--- src/rtl/pong_game_ctrl.sv ---
// Pong game-state controller and score keeper.
// Tracks per-player BCD scores, the serving side and the game phase. It drives
// the freeze flag for the graphics stage and the text-region enables for the
// overlay stage. Phase outputs are decoded from the registered state.
module pong_game_ctrl #(
  parameter int WIN_SCORE  = 10,
  parameter int WAIT_TICKS = 120
) (
  input  logic       clk,
  input  logic       reset_n,
  input  logic       tick_60hz,
  input  logic       start,
  input  logic       miss_a,
  input  logic       miss_b,
  output logic [3:0] dig0_A,
  output logic [3:0] dig1_A,
  output logic [3:0] dig0_B,
  output logic [3:0] dig1_B,
  output logic [1:0] ball,
  output logic       graph_still,
  output logic [3:0] text_en,
  output logic       game_over
);

  localparam int TW = (WAIT_TICKS < 2) ? 1 : $clog2(WAIT_TICKS + 1);
  localparam logic [TW-1:0] WAIT_LD  = TW'(WAIT_TICKS);
  localparam logic [3:0]    WIN_ONES = 4'(WIN_SCORE % 10);
  localparam logic [3:0]    WIN_TENS = 4'(WIN_SCORE / 10);
  localparam logic [7:0]    WIN_BCD  = {WIN_TENS, WIN_ONES};

  typedef enum logic [1:0] {
    S_NEWGAME = 2'd0,
    S_PLAY    = 2'd1,
    S_NEWBALL = 2'd2,
    S_OVER    = 2'd3
  } state_t;

  // Two-digit BCD increment that saturates at 99.
  function automatic logic [7:0] bcd_inc(input logic [7:0] v);
    logic [7:0] r;
    if (v == 8'h99) begin
      r = v;
    end else if (v[3:0] == 4'd9) begin
      r = {v[7:4] + 4'd1, 4'd0};
    end else begin
      r = {v[7:4], v[3:0] + 4'd1};
    end
    return r;
  endfunction

  state_t        r_state;
  logic [7:0]    r_score_a;
  logic [7:0]    r_score_b;
  logic [1:0]    r_ball;
  logic [TW-1:0] r_timer;
  logic          r_start_q;
  logic          r_start_armed;

  state_t        w_state_nxt;
  logic [7:0]    w_score_a_nxt;
  logic [7:0]    w_score_b_nxt;
  logic [1:0]    w_ball_nxt;
  logic [TW-1:0] w_timer_nxt;
  logic [7:0]    w_a_inc;
  logic [7:0]    w_b_inc;
  logic          w_start_rise;
  logic          w_timer_done;

  assign w_a_inc      = bcd_inc(r_score_a);
  assign w_b_inc      = bcd_inc(r_score_b);
  assign w_timer_done = (r_timer == '0);
  // The armed bit needs one sampled low level after reset, so a button held
  // through reset cannot register as a press on release.
  assign w_start_rise = start & ~r_start_q & r_start_armed;

  // Start-button edge detector registers.
  always_ff @(posedge clk or negedge reset_n) begin
    if (!reset_n) begin
      r_start_q     <= 1'b0;
      r_start_armed <= 1'b0;
    end else begin
      r_start_q     <= start;
      r_start_armed <= r_start_armed | ~start;
    end
  end

  // Game state, scores, serve side and wait timer.
  always_ff @(posedge clk or negedge reset_n) begin
    if (!reset_n) begin
      r_state   <= S_NEWGAME;
      r_score_a <= 8'h00;
      r_score_b <= 8'h00;
      r_ball    <= 2'b00;
      r_timer   <= '0;
    end else begin
      r_state   <= w_state_nxt;
      r_score_a <= w_score_a_nxt;
      r_score_b <= w_score_b_nxt;
      r_ball    <= w_ball_nxt;
      r_timer   <= w_timer_nxt;
    end
  end

  // Next-state logic: scoring, serve selection and timer loading on NEWBALL/OVER entry.
  always_comb begin
    w_state_nxt   = r_state;
    w_score_a_nxt = r_score_a;
    w_score_b_nxt = r_score_b;
    w_ball_nxt    = r_ball;
    w_timer_nxt   = (tick_60hz && !w_timer_done) ? (r_timer - TW'(1)) : r_timer;
    case (r_state)
      S_NEWGAME: begin
        if (w_start_rise) begin
          w_score_a_nxt = 8'h00;
          w_score_b_nxt = 8'h00;
          w_ball_nxt    = 2'b01;
          w_state_nxt   = S_PLAY;
        end
      end
      S_PLAY: begin
        if (miss_a && miss_b) begin
          w_state_nxt = S_NEWBALL;
          w_timer_nxt = WAIT_LD;
        end else if (miss_b) begin
          w_score_a_nxt = w_a_inc;
          w_timer_nxt   = WAIT_LD;
          if (w_a_inc == WIN_BCD) begin
            w_state_nxt = S_OVER;
          end else begin
            w_state_nxt = S_NEWBALL;
            w_ball_nxt  = 2'b10;
          end
        end else if (miss_a) begin
          w_score_b_nxt = w_b_inc;
          w_timer_nxt   = WAIT_LD;
          if (w_b_inc == WIN_BCD) begin
            w_state_nxt = S_OVER;
          end else begin
            w_state_nxt = S_NEWBALL;
            w_ball_nxt  = 2'b01;
          end
        end
      end
      S_NEWBALL: begin
        if (w_timer_done && w_start_rise) begin
          w_state_nxt = S_PLAY;
        end
      end
      S_OVER: begin
        if (w_timer_done) begin
          w_state_nxt = S_NEWGAME;
        end
      end
      default: w_state_nxt = S_NEWGAME;
    endcase
  end

  // Output decode from the registered state.
  always_comb begin
    graph_still = 1'b1;
    text_en     = 4'b1110;
    game_over   = 1'b0;
    ball        = 2'b00;
    case (r_state)
      S_PLAY: begin
        graph_still = 1'b0;
        text_en     = 4'b1000;
        ball        = r_ball;
      end
      S_NEWBALL: begin
        text_en = 4'b1000;
        ball    = r_ball;
      end
      S_OVER: begin
        text_en   = 4'b1101;
        game_over = 1'b1;
      end
      default: ;
    endcase
  end

  assign dig0_A = r_score_a[3:0];
  assign dig1_A = r_score_a[7:4];
  assign dig0_B = r_score_b[3:0];
  assign dig1_B = r_score_b[7:4];

endmodule

--- config.mk ---
export PLATFORM = sky130hd
export DESIGN_NAME = pong_game_ctrl
export DESIGN_NICKNAME = d
export VERILOG_FILES = /design/src/rtl/pong_game_ctrl.sv
export SDC_FILE = /design/constraint.sdc
export NUM_CORES = 1
export LEC_CHECK = 0
export ABC_AREA = 1
export CAP_MARGIN = 30
export CORE_MARGIN = 2
export CORE_UTILIZATION = 54
export CTS_CLUSTER_SIZE = 40
export DETAILED_ROUTE_END_ITERATION = 16
export GPL_TIMING_DRIVEN = 1
export PLACE_DENSITY = 0.76
export SLEW_MARGIN = 30
export SYNTH_ARGS = -nofsm -noshare
export SYNTH_HDL_FRONTEND = slang
export SYNTH_SLANG_ARGS = --single-unit
export TNS_END_PERCENT = 1
--- constraint.sdc ---
create_clock -name clk -period 2.15 [get_ports clk]
set_input_delay 0.3225 -clock clk [delete_from_list [all_inputs] [get_ports clk]]
set_output_delay 0.3225 -clock clk [all_outputs]
set_load 0.005 [all_outputs]
[After elaboration in Yosys (flattened, before gate mapping)]
Index checks and enable logic that the tools add are counted.
Operators by class
  muxes and demuxes: 36
  multiply operators: 0
  equality and inequality tests: 20
  div/mod/pow operators: 0
  reduce and logical (&&, ||, !) cells: 12
  $lt $le $gt $ge: 0
  shifts and indexed selects: 0
  add/sub/neg operators: 5
  bitwise logic cells: 5
Operators with widths (count)
  8-bit two-way mux: 10
  7-bit two-way mux: 5
  8-bit case mux with 2 select lines: 2
  2-bit two-way mux: 12
  4-bit by 1-bit adder with 4-bit output, second input constant: 4
  8-bit by 5-bit == test with 1-bit output, second input constant: 2
  8-bit == test, second input constant: 2
  2-bit != test, second input constant: 7
  3-bit != test, second input constant: 3
  4-bit == test, second input constant: 2
  2-bit case mux with 4 select lines: 1
  4-bit AND reduction: 2
  7-bit zero test: 1
  7-bit by 1-bit subtractor with 7-bit output, second input constant: 1
  3-bit case mux with 2 select lines: 1
  6-bit AND reduction: 1
  5-bit AND reduction: 1
  2-bit == test, second input constant: 2
  1-bit two-way mux: 4
  4-bit != test, second input constant: 1
  2-bit case mux with 2 select lines: 1
  1-bit logical AND: 3
  1-bit AND: 2
  2-bit by 1-bit == test with 1-bit output, second input constant: 1
  other kinds (6): 7
Storage, ports and cells
  memories: 0
  output and inout bits: 24
  flip-flop bits (word level): 29
  bits of input ports: 6
  word-level logic and storage cells: 85
  memory bits (read-only): 0
  bits in writable memories: 0
  bits in latches: 0

[Longest topological paths before layout]
  depth in word-level cells: 9
  mapped depth: 14
  mapped depth without buffers: 14

[Least setup slack after synthesis]
OpenSTA, ideal clock, no wires.
  path kind: register -> register
  start: register r_score_b[5]
  end: register r_ball[0]
  required time: 2.032 ns
  data arrival time: 1.436 ns
  cell stages (with the launch flop): 14
  setup time: 0.118 ns
  clock period less this slack: 1.554 ns
  path slack: 0.596 ns
  buffers on the path: 0
  cells stage by stage: dfrtp_1 inv_1 ha_1 nand3_1 nand2_2 nand2_1 nand2_1 nand2_1 nor2_2 nand2_1 nand3_2 nand2_2 nand3_1 nand2_1
On the way
  longest elaborated chain between the ends: 6
  elaborated cells between the ends (all ways): 7
  classes of those cells: add/sub (1); eq/ne (3); mux (2); reduce/logical (1)
RTL lines
  from (decl): line 53  | logic [7:0] r_score_b;
  from (signal assigned): line 98  | r_score_b <= w_score_b_nxt;
  4-bit by 1-bit adder with 4-bit output: line 44  | r = {v[7:4] + 4'd1, 4'd0};
  8-bit two-way mux: line 43  | end else if (v[3:0] == 4'd9) begin
  8-bit two-way mux (*): line 41  | if (v == 8'h99) begin
  8-bit by 5-bit == test with 1-bit output (*): line 136  | if (w_b_inc == WIN_BCD) begin
  3-bit != test (no line) (*)
  6-bit AND reduction (no line) (*)
  to (signal assigned): line 99  | r_ball <= w_ball_nxt;
  to (decl): line 54  | logic [1:0] r_ball;
Every way passes the cells marked *; elsewhere a longest branch is shown, timed or not.
A chain may end at the register's enable or synchronous reset.

[Worst setup path after layout]
  start: register r_state[0]
  end: output graph_still
On the way
  longest elaborated chain between the ends: 2
RTL lines
  from (decl): line 51  | state_t r_state;
  from (signal assigned): line 96  | r_state <= w_state_nxt;
  2-bit by 1-bit == test with 1-bit output: line 164  | case (r_state)
  1-bit two-way mux: line 164
  to (decl): line 20  | output logic graph_still,
No other way between the ends.

==> summary.md <==
| Metric | Value |
|---|---|
| Area post-placement | 2280 µm² |
| Leak pwr | 1.12 nW |
| R2R setup slack | 370 ps |
| Critical Path RT | 1830 ps |
| Port Buffer Count | 28 |
| CTS max path bufs | 2 |
| Initial core utilization | 57.4% |
| Setup crit end | graph_still |
| Reg2Reg Launch Point | r_score_b[5] |
| Final non-filler cell area | 2350 µm² |
| # DRC | 0 |
| DR iter-0 viols | 131 |
| VDD IR-drop max | 0.853 mV |
| Filler cells | 273 |
| Most frequent cells in the layout | nand2_1 (62), inv_1 (29), dfrtp_1 (29), clkdlybuf4s50_1 (28), nand3_1 (24) |
| CP Max Fanout | 13 |
| Most common cell after layout, fill and taps aside | nand2_1 |
| Place WS | 274 ps |
| Post-synthesis register bit count | 29 |
| Pre-antenna DRT Iters | 4 |
| Gpl congestion | 0.838 |
| Status | finished, final reports clean |
| Clock transition at path regs | 110 ps |
| Number of vias per cell | 5.25 |
| Startpoint type of the worst setup path | register |
| Setup CP Type | reg2out |
| First-pass GRT wire length | 7270 µm |
| Die area | 4100 µm² |
| Detailed-route via count | 1796 |
| Hold Fails Final Rpt | 0 |
| Cts bufs inserted | 5 |
| Sequential area share after synthesis | 37.3% |
| Final Slew Violations | 0 |
| Die Y-Extent | 64.0 µm |
| RSZ-0062 raised after global routing | yes |
| # setup viols final | 0 |
| Setup ws final | 60.5 ps |
| HPWL after DPL | 3150 µm |
| Worst setup path startpoint | r_state[0] |
| Cell variety after synth | 31 |
| Number of max-cap violations | 0 |
| Antenna violations before repair | 0 |
| Area Overhead vs Synth | 20.8% |
| Power density cells | 1050 nW/µm² |
| H-tree depth | 2 |
| Antenna-violating nets left | 0 |
| Nets | 311 |
| Share of cells above drive strength 1 | 18.9% |
| GRT overflow | 0 |
| Die W | 64.0 µm |
| Reg2reg end | r_ball[0] |
| Setup TNS | 0 ps |
| Crit path DAT | 1770 ps |
| Diodes inserted | 0 |
| I/O pin cnt | 30 |
| Mapped Avg Cell Area | 7.51 µm² |
| CTS tree | built |
| Mapped Nets | 275 |
| Syn Inst Count | 259 |
| Clk root buf | clkbuf_4 |
| Wire per inst | 12.2 µm |
| Period utilisation layout | 97.2% |
| Core area | 3390 µm² |
| Yosys warns | 0 |
| Tot GR Track Use | 22.9% |
| Mapped Area | 1950 µm² |
| Number of global-route vias before repair | 1687 |
| Reg2Reg Depth | 13 |
| Std cell rows | 21 |
| Setup crit end kind | primary output |
| Achievable Freq | 479 MHz |
| Largest net degree at the start of global routing | 30 |
| Clock sink total | 29 |
| Worst Hold Class | in2async |
| Final Skew | 19.5 ps |
| Clock Latency Late Sink | 350 ps |
| Wirelength, routed | 4190 µm |
| Minimum clock period | 2090 ps |
[how the worst min path moves through the flow]
stage,from,to,slack (ps),cells past startpoint
2_1_floorplan,reset_n,r_ball[0],30,0
3_3_place_gp,r_start_armed,r_start_armed,450,2
3_5_place_dp,r_start_armed,r_start_armed,450,2
4_1_cts,reset_n,r_score_b[2],360,2
5_1_grt,reset_n,r_score_b[2],380,2
6_report,reset_n,r_score_b[6],350,2
[cell type report]
cell class	instances	area (µm²)	area share, %
flip-flops and latches	29	726	30.9
clock buffers	6	41.3	1.76
clock inverters	2	10.0	0.426
repair buffers	33	318	13.5
multi-input cells	187	1050	44.7
inverters	39	148	6.28
well taps	46	57.6	2.45
[critical path: stages (launching register included)]
cell             delay [ps]
dfrtp_1                 390
buf_4                   140
ha_2                    260
inv_2                   120
clkdlybuf4s50_1         510
[cells in the mapped netlist]
cell      instances  share of area, %
a21oi_1           6               1.5
o21ai_2           1              0.45
a31oi_1           1              0.32
buf_2             2              0.51
clkinv_2          1              0.26
o21ai_1           2              0.51
nand2_2          14               4.5
nand3_2           2               1.0
xor2_1            1              0.45
inv_2             9               1.7
inv_1            29               5.6
nand2_4           1              0.58
a22oi_1           1              0.39
nand4_1           5               1.6
nor2_1           11               2.1
a22oi_2           1              0.64
o21ai_0          18               4.6
nand2_1          62                12
nand3b_1          1              0.39
ha_1             10               6.4
o32ai_1           2              0.90
o22a_1            1              0.45
nor2_2            9               2.9
dfrtp_1          29                37
nand3_1          24               6.2
buf_4             2              0.77
xnor2_1           1              0.45
nor4_2            1              0.64
o22ai_1           7               2.3
nor2_4            4               2.3
conb_1            1              0.19
[state kept, by name, summed over array words and instances (netlist names)]
| register | cells |
|---|---|
| r_score_b | 8 |
| r_timer | 7 |
| r_score_a | 8 |
| r_start_q | 1 |
| r_start_armed | 1 |
| r_ball | 2 |
| r_state | 2 |
[logic make-up (layout without fill, tap and decap cells)]
kind of cell	count (synthesis)	after routing	synth area share, %
and+or+nand+nor	134	134	34.2
buffers and inverters	43	80	8.87
AOI/OAI and AO/OA	40	40	12.1
DFF	29	29	37.3
adders and majority gates	10	10	6.43
xor gates and xnor gates	2	2	0.900
other	1	1	0.193
[metal layers]
metal | share of wire [%] | track usage, %
met5 | 0 | 0
met4 | 1.9 | 11.1
met3 | 5.7 | 6.34
met2 | 48 | 37.0
met1 | 45 | 28.1
[repair_timing]
action                     CTS  global route
setup endpoints to repair    1             4
buffers inserted             0             2
gates resized for setup      1             0
hold buffers                 0             0
[stage by stage]
step	cells	util [%]	hold slack (ps)	total power (W)
global route	342	69.3	379	0.00267
floorplan	259	-	26.9	0.00163
finish	342	69.3	345	0.00246
detailed placement	332	67.3	451	0.00210
CTS	340	68.9	357	0.00244
global placement	332	67.3	448	0.00207
[where the power goes]
group / switching (W) / internal (W) / leakage, nW
Clock: 0.000204 / 0.000124 / 0.0320
Sequential: 0.000147 / 0.000676 / 0.364
Combinational: 0.000721 / 0.000588 / 0.728
Power figures use the tool's default switching activity.
